`config.mk`:
```
export PLATFORM = sky130hd
export DESIGN_NAME = ssp_cmd_master_flat
export DESIGN_NICKNAME = d
export VERILOG_FILES = /design/src/rtl/ssp_cmd_master_if.sv /design/src/rtl/ssp_cmd_master.sv /design/src/flat_wrapper.sv
export SDC_FILE = /design/constraint.sdc
export NUM_CORES = 1
export LEC_CHECK = 0
export ABC_AREA = 1
export CAP_MARGIN = 0
export CORE_UTILIZATION = 30
export CTS_CLUSTER_DIAMETER = 150
export DETAILED_ROUTE_END_ITERATION = 10
export GPL_TIMING_DRIVEN = 0
export PLACE_DENSITY = 0.48
export SYNTH_ARGS = -nofsm -noshare
export SYNTH_HDL_FRONTEND = slang
export SYNTH_SLANG_ARGS = --single-unit
```
`constraint.sdc`:
```
create_clock -name Clk -period 5.9 [get_ports Clk]
set_clock_uncertainty 0.2 [all_clocks]
set_input_delay 1.18 -clock Clk [delete_from_list [all_inputs] [get_ports Clk]]
set_output_delay 1.18 -clock Clk [all_outputs]
set_load 0.02 [all_outputs]
```
`src/rtl/ssp_cmd_master_if.sv`:
```
// Host command/response and SSP bus signals of ssp_cmd_master.
// The master modport is the command-master view; slave is the host/ssp_uart side.
interface ssp_cmd_master_if #(
  parameter int DATA_W = 12,
  parameter int ADDR_W = 3
);
  logic              Cmd_Valid;
  logic              Cmd_Ready;
  logic              Cmd_WnR;
  logic [ADDR_W-1:0] Cmd_RA;
  logic [DATA_W-1:0] Cmd_DI;

  logic              Rsp_Valid;
  logic              Rsp_Ready;
  logic [DATA_W-1:0] Rsp_Data;
  logic [ADDR_W-1:0] Rsp_RA;
  logic              Rsp_WnR;

  logic              SSP_SSEL;
  logic              SSP_EOC;
  logic              SSP_WnR;
  logic [ADDR_W-1:0] SSP_RA;
  logic [DATA_W-1:0] SSP_DI;
  logic [DATA_W-1:0] SSP_DO;

  modport master (
    input  Cmd_Valid, Cmd_WnR, Cmd_RA, Cmd_DI, Rsp_Ready, SSP_DO,
    output Cmd_Ready, Rsp_Valid, Rsp_Data, Rsp_RA, Rsp_WnR,
           SSP_SSEL, SSP_EOC, SSP_WnR, SSP_RA, SSP_DI
  );

  modport slave (
    output Cmd_Valid, Cmd_WnR, Cmd_RA, Cmd_DI, Rsp_Ready, SSP_DO,
    input  Cmd_Ready, Rsp_Valid, Rsp_Data, Rsp_RA, Rsp_WnR,
           SSP_SSEL, SSP_EOC, SSP_WnR, SSP_RA, SSP_DI
  );
endinterface

```
`src/rtl/ssp_cmd_master.sv`:
```
// Buffers host register commands in a FIFO and runs them as SSP transactions,
// returning captured SSP_DO on a valid/ready response port.
module ssp_cmd_master #(
  parameter int DATA_W      = 12,
  parameter int ADDR_W      = 3,
  parameter int CMD_DEPTH   = 4,
  parameter int HOLD_CYCLES = 2
) (
  input  logic                        Clk,
  input  logic                        Rst,
  ssp_cmd_master_if.master            bus,
  output logic                        Busy,
  output logic [$clog2(CMD_DEPTH):0]  Cmd_Count
);
  localparam int PTR_W   = $clog2(CMD_DEPTH);
  localparam int CNT_W   = PTR_W + 1;
  localparam int HCNT_W  = (HOLD_CYCLES > 1) ? $clog2(HOLD_CYCLES) : 1;
  localparam int ENTRY_W = 1 + ADDR_W + DATA_W;

  typedef enum logic [1:0] {IDLE, XFER, RSP, GAP} state_t;

  state_t state_q, state_n;

  logic [ENTRY_W-1:0] fifo_mem [CMD_DEPTH];
  logic [PTR_W-1:0]   wr_ptr_q, rd_ptr_q;
  logic [CNT_W-1:0]   count_q, count_n;
  logic               cmd_ready_q;
  logic               push, pop;

  logic              head_wnr;
  logic [ADDR_W-1:0] head_ra;
  logic [DATA_W-1:0] head_di;

  logic [HCNT_W-1:0] hold_q, hold_n;
  logic              ssel_q, ssel_n;
  logic              eoc_q, eoc_n;
  logic              swnr_q, swnr_n;
  logic [ADDR_W-1:0] sra_q, sra_n;
  logic [DATA_W-1:0] sdi_q, sdi_n;

  logic              rsp_valid_q, rsp_valid_n;
  logic [DATA_W-1:0] rsp_data_q, rsp_data_n;
  logic [ADDR_W-1:0] rsp_ra_q, rsp_ra_n;
  logic              rsp_wnr_q, rsp_wnr_n;

  assign push    = bus.Cmd_Valid && cmd_ready_q;
  assign count_n = count_q + CNT_W'(push) - CNT_W'(pop);
  assign {head_wnr, head_ra, head_di} = fifo_mem[rd_ptr_q];

  // Storage needs no reset: only entries behind the reset pointers are ever read.
  always_ff @(posedge Clk) begin
    if (push) fifo_mem[wr_ptr_q] <= {bus.Cmd_WnR, bus.Cmd_RA, bus.Cmd_DI};
  end

  always_comb begin
    state_n     = state_q;
    pop         = 1'b0;
    hold_n      = hold_q;
    ssel_n      = ssel_q;
    eoc_n       = eoc_q;
    swnr_n      = swnr_q;
    sra_n       = sra_q;
    sdi_n       = sdi_q;
    rsp_valid_n = rsp_valid_q;
    rsp_data_n  = rsp_data_q;
    rsp_ra_n    = rsp_ra_q;
    rsp_wnr_n   = rsp_wnr_q;
    case (state_q)
      IDLE: begin
        if (count_q != '0) begin
          pop     = 1'b1;
          swnr_n  = head_wnr;
          sra_n   = head_ra;
          sdi_n   = head_di;
          ssel_n  = 1'b1;
          eoc_n   = (HOLD_CYCLES == 1);
          hold_n  = HCNT_W'(HOLD_CYCLES - 1);
          state_n = XFER;
        end
      end
      XFER: begin
        if (hold_q == '0) begin
          rsp_valid_n = 1'b1;
          rsp_data_n  = bus.SSP_DO;
          rsp_ra_n    = sra_q;
          rsp_wnr_n   = swnr_q;
          ssel_n      = 1'b0;
          eoc_n       = 1'b0;
          swnr_n      = 1'b0;
          sra_n       = '0;
          sdi_n       = '0;
          state_n     = RSP;
        end else begin
          hold_n = hold_q - HCNT_W'(1);
          // EOC is registered, so it rises one edge ahead of the last hold cycle.
          eoc_n  = (hold_q == HCNT_W'(1));
        end
      end
      RSP: begin
        if (bus.Rsp_Ready) begin
          rsp_valid_n = 1'b0;
          state_n     = GAP;
        end
      end
      GAP:     state_n = IDLE;
      default: state_n = IDLE;
    endcase
  end

  always_ff @(posedge Clk) begin
    if (!Rst) begin
      state_q     <= IDLE;
      wr_ptr_q    <= '0;
      rd_ptr_q    <= '0;
      count_q     <= '0;
      cmd_ready_q <= 1'b1;
      hold_q      <= '0;
      ssel_q      <= 1'b0;
      eoc_q       <= 1'b0;
      swnr_q      <= 1'b0;
      sra_q       <= '0;
      sdi_q       <= '0;
      rsp_valid_q <= 1'b0;
      rsp_data_q  <= '0;
      rsp_ra_q    <= '0;
      rsp_wnr_q   <= 1'b0;
    end else begin
      state_q     <= state_n;
      if (push) wr_ptr_q <= wr_ptr_q + PTR_W'(1);
      if (pop)  rd_ptr_q <= rd_ptr_q + PTR_W'(1);
      count_q     <= count_n;
      cmd_ready_q <= (count_n != CNT_W'(CMD_DEPTH));
      hold_q      <= hold_n;
      ssel_q      <= ssel_n;
      eoc_q       <= eoc_n;
      swnr_q      <= swnr_n;
      sra_q       <= sra_n;
      sdi_q       <= sdi_n;
      rsp_valid_q <= rsp_valid_n;
      rsp_data_q  <= rsp_data_n;
      rsp_ra_q    <= rsp_ra_n;
      rsp_wnr_q   <= rsp_wnr_n;
    end
  end

  assign bus.Cmd_Ready = cmd_ready_q;
  assign bus.Rsp_Valid = rsp_valid_q;
  assign bus.Rsp_Data  = rsp_data_q;
  assign bus.Rsp_RA    = rsp_ra_q;
  assign bus.Rsp_WnR   = rsp_wnr_q;
  assign bus.SSP_SSEL  = ssel_q;
  assign bus.SSP_EOC   = eoc_q;
  assign bus.SSP_WnR   = swnr_q;
  assign bus.SSP_RA    = sra_q;
  assign bus.SSP_DI    = sdi_q;

  assign Busy      = (state_q != IDLE) || (count_q != '0);
  assign Cmd_Count = count_q;
endmodule

```
`src/flat_wrapper.sv`:
```
// flat-port wrapper written by rule: the top's interface ports become plain ports
module ssp_cmd_master_flat 
#(
  parameter int DATA_W      = 12,
  parameter int ADDR_W      = 3,
  parameter int CMD_DEPTH   = 4,
  parameter int HOLD_CYCLES = 2
)
  (Clk, Rst, Busy, Cmd_Count, bus_Cmd_Valid, bus_Cmd_WnR, bus_Cmd_RA, bus_Cmd_DI, bus_Rsp_Ready, bus_SSP_DO, bus_Cmd_Ready, bus_Rsp_Valid, bus_Rsp_Data, bus_Rsp_RA, bus_Rsp_WnR, bus_SSP_SSEL, bus_SSP_EOC, bus_SSP_WnR, bus_SSP_RA, bus_SSP_DI);
  ssp_cmd_master_if #(.DATA_W(DATA_W), .ADDR_W(ADDR_W)) bus_i ();
  input  logic Clk;
  input  logic Rst;
  output logic Busy;
  output logic [$clog2(CMD_DEPTH):0] Cmd_Count;
  input wire logic [$bits(bus_i.Cmd_Valid)-1:0] bus_Cmd_Valid;
  input wire logic [$bits(bus_i.Cmd_WnR)-1:0] bus_Cmd_WnR;
  input wire logic [$bits(bus_i.Cmd_RA)-1:0] bus_Cmd_RA;
  input wire logic [$bits(bus_i.Cmd_DI)-1:0] bus_Cmd_DI;
  input wire logic [$bits(bus_i.Rsp_Ready)-1:0] bus_Rsp_Ready;
  input wire logic [$bits(bus_i.SSP_DO)-1:0] bus_SSP_DO;
  output wire logic [$bits(bus_i.Cmd_Ready)-1:0] bus_Cmd_Ready;
  output wire logic [$bits(bus_i.Rsp_Valid)-1:0] bus_Rsp_Valid;
  output wire logic [$bits(bus_i.Rsp_Data)-1:0] bus_Rsp_Data;
  output wire logic [$bits(bus_i.Rsp_RA)-1:0] bus_Rsp_RA;
  output wire logic [$bits(bus_i.Rsp_WnR)-1:0] bus_Rsp_WnR;
  output wire logic [$bits(bus_i.SSP_SSEL)-1:0] bus_SSP_SSEL;
  output wire logic [$bits(bus_i.SSP_EOC)-1:0] bus_SSP_EOC;
  output wire logic [$bits(bus_i.SSP_WnR)-1:0] bus_SSP_WnR;
  output wire logic [$bits(bus_i.SSP_RA)-1:0] bus_SSP_RA;
  output wire logic [$bits(bus_i.SSP_DI)-1:0] bus_SSP_DI;
  assign bus_i.Cmd_Valid = bus_Cmd_Valid;
  assign bus_i.Cmd_WnR = bus_Cmd_WnR;
  assign bus_i.Cmd_RA = bus_Cmd_RA;
  assign bus_i.Cmd_DI = bus_Cmd_DI;
  assign bus_i.Rsp_Ready = bus_Rsp_Ready;
  assign bus_i.SSP_DO = bus_SSP_DO;
  assign bus_Cmd_Ready = bus_i.Cmd_Ready;
  assign bus_Rsp_Valid = bus_i.Rsp_Valid;
  assign bus_Rsp_Data = bus_i.Rsp_Data;
  assign bus_Rsp_RA = bus_i.Rsp_RA;
  assign bus_Rsp_WnR = bus_i.Rsp_WnR;
  assign bus_SSP_SSEL = bus_i.SSP_SSEL;
  assign bus_SSP_EOC = bus_i.SSP_EOC;
  assign bus_SSP_WnR = bus_i.SSP_WnR;
  assign bus_SSP_RA = bus_i.SSP_RA;
  assign bus_SSP_DI = bus_i.SSP_DI;
  ssp_cmd_master #(.DATA_W(DATA_W), .ADDR_W(ADDR_W), .CMD_DEPTH(CMD_DEPTH), .HOLD_CYCLES(HOLD_CYCLES)) u_core (.Clk(Clk), .Rst(Rst), .bus(bus_i), .Busy(Busy), .Cmd_Count(Cmd_Count));
endmodule
```
==> results.json <==
{
  "drt_iter0_markers": 151,
  "die_w_um": 126,
  "placed_cells": 731,
  "ys_seq_area_frac": 0.630,
  "avgSynthCellArea_um2": 9.68,
  "regArea_um2": 2880,
  "syn_inst": 473,
  "cts_htree_levels": 3,
  "synth.top_cells.by_count": "nand2_1 (118), nor2_1 (72), edfxtp_1 (64)",
  "diodes": 0,
  "final_cells": 747,
  "synth_area_leaders": "edfxtp_1 (42%), dfxtp_1 (21%), nand2_1 (9.7%)",
  "fin_setup_tns_ns": 0,
  "hold_viol_final": 0,
  "syn_to_final_growth_pct": 28.8,
  "overflow": 0,
  "cts_resized": 0,
  "clk_pin_slew_ns": 0.08,
  "routed_wl_um": 10400,
  "cts_tree": "done",
  "ant_nets": 0,
  "finalSetupViolCount": 0,
  "vias": 3248,
  "gp_congestion": 0.706,
  "ys_types": 25,
  "ys.flop_type": "edfxtp_1",
  "drtPass1Iterations": 8,
  "ys_async_sr_fraction": 0,
  "critPathMaxFanout": 8,
  "antenna_found_initial": 0,
  "power.internal_mw": 1.82,
  "post-synth-top-count-cell": "nand2_1",
  "ff2ff_setup_slack_ns": 3.40,
  "grt_pass1_wl_um": 16700,
  "start_util": 0.311,
  "grt_max_degree": 20,
  "fillers": 1433,
  "fmax_mhz": 304,
  "clkPwrFrac": 0.233,
  "p_seq_frac": 0.369,
  "rsz0062_at_grt": "false",
  "hpwl_um": 7280,
  "drive_gt1_frac": 0.0870,
  "clock_sinks": 112,
  "dieArea_um2": 15800,
  "yosys.area.top_type_share": 0.420,
  "routedWlPerCell_um": 14.0,
  "grt_pass1_vias": 3144,
  "ir_worst_vdd_uv": 182,
  "grt_usage": 0.140,
  "fin_total_pwr_mw": 2.89,
  "num_io_pins": 72,
  "synth_area_um2": 4580,
  "cts_setup_buffers": 0,
  "coreArea_um2": 14700,
  "worst_slew_pin_slew_ns": 0.641,
  "layout.nets": 601,
  "drv_cap": 0,
  "p_switching_mw": 1.07,
  "hold_slack_ns": 0.259,
  "dp_slack_ns": 2.68,
  "hp-class": "flop to flop",
  "clock_latency_ns": 0.35,
  "worst_slack_ns": 2.61,
  "combPwrFrac": 0.398,
  "viasPerCell": 4.35,
  "crit_required_ns": 4.52,
  "syn_nets": 516,
  "p_leak_nw": 2.43,
  "ys_seq_elements": 112,
  "io_buffer_count": 70,
  "status": "complete, but fails checks",
  "start_kind": "flop",
  "slew_viol_final": 0,
  "root_buffer": "clkbuf_16",
  "fin_crit_sh": 0.558,
  "violations": "design-rule violations",
  "die_h_um": 126,
  "clk_path_buf_depth": 2,
  "cts_buffers": 9,
  "cp-end-kind": "output port",
  "rows": 44,
  "cp.arrival_ns": 1.91,
  "fin_crit_ns": 3.29,
  "slew_headroom": 0.572,
  "crit_type": "flop to output port",
  "drc": 9,
  "yosys_warnings": 0,
  "cts_hold_buf": 0,
  "yosysTopAreaCell": "edfxtp_1",
  "multiInputGateArea_um2": 1370,
  "swShare": 0.370,
  "synth_edf_count": 64,
  "power_density_nw_per_um2": 491
}
cell usage in the layout (no fill, tap or decap), types with 4 or more instances in the layout:
cell type	count
clkbuf_1	5
buf_6	4
nor2_1	68
dfxtp_1	48
clkbuf_16	9
clkdlybuf4s50_1	70
a21oi_1	10
edfxtp_1	64
nand2_1	118
ha_1	10
o21ai_0	19
buf_2	11
nand3_1	23
nor2_2	5
inv_1	61
o211ai_1	16
state kept, by name (all words and copies together), names as in the netlist, named ones only:
| name | flops |
|---|---|
| u_core.bus.SSP_DI | 12 |
| u_core.bus.SSP_RA | 3 |
| u_core.bus.Cmd_Ready | 1 |
| u_core.hold_q | 1 |
| u_core.state_q | 2 |
| u_core.bus.Rsp_Data | 12 |
| u_core.bus.Rsp_Valid | 1 |
| u_core.bus.SSP_SSEL | 1 |
| u_core.rd_ptr_q | 2 |
| u_core.bus.Rsp_RA | 3 |
| u_core.bus.SSP_WnR | 1 |
| u_core.fifo_mem | 64 |
| u_core.bus.SSP_EOC | 1 |
| u_core.Cmd_Count | 3 |
| u_core.bus.Rsp_WnR | 1 |
| u_core.wr_ptr_q | 2 |
metal layers:
metal  GRT usage  vias up  wire length [µm]
li1            -     1681                 -
met1       0.183     1474              4890
met2       0.220       82              4780
met3      0.0295       11               528
met4      0.0696        0               221
met5           0        -                 0
cell families after synthesis:
group | count (synthesis) | synth area share
simple gates | 225 | 0.207
compound gates | 45 | 0.0580
buf+inv | 80 | 0.0738
flops | 112 | 0.630
fa+ha+maj | 11 | 0.0317
worst max-delay path, cell delays in order, from the launching register on:
cell	delay, ns
dfxtp_1	0.37
inv_1	0.09
ha_1	0.30
nand3_4	0.18
clkdlybuf4s50_1	0.62
metrics by stage:
stage	instance area, µm²	util
after global routing	5890	0.401
after detailed placement	5570	0.379
after global placement	5510	0.375
after CTS	5890	0.401
final	5890	0.401
after floorplan	4580	-
layout make-up:
| class | instances | share of cell area |
|---|---|---|
| Inverter | 61 | 0.0388 |
| Tap cell | 184 | 0.0391 |
| Sequential cell | 112 | 0.489 |
| Multi-Input combinational cell | 281 | 0.232 |
| Clock buffer | 10 | 0.0388 |
| Clock inverter | 6 | 0.0168 |
| Buffer | 19 | 0.0185 |
| Timing Repair Buffer | 74 | 0.127 |
final timing paths:
check                           cells past startpoint                               from                                end
worst max-delay path                                4     u_core.state_q[0]$_SDFFE_PN0P_                               Busy
worst min-delay path                                2  u_core.bus.SSP_DI[6]$_SDFFE_PN0P_  u_core.bus.SSP_DI[6]$_SDFFE_PN0P_
worst max register to register                     12     u_core.state_q[0]$_SDFFE_PN0P_    u_core.bus.Cmd_Ready$_SDFF_PN1_
worst min register to register                      2  u_core.bus.SSP_DI[6]$_SDFFE_PN0P_  u_core.bus.SSP_DI[6]$_SDFFE_PN0P_
power by group through the flow:
stage | Combinational (mW) | Sequential (mW) | Clock (mW)
floorplan | 0.593 | 1.20 | 0
global placement | 1.15 | 1.08 | 0
detailed placement | 1.17 | 1.09 | 0
CTS | 1.17 | 1.07 | 0.696
global route | 1.28 | 1.09 | 0.727
finish | 1.15 | 1.07 | 0.675
(Power assumes the default switching activity.)
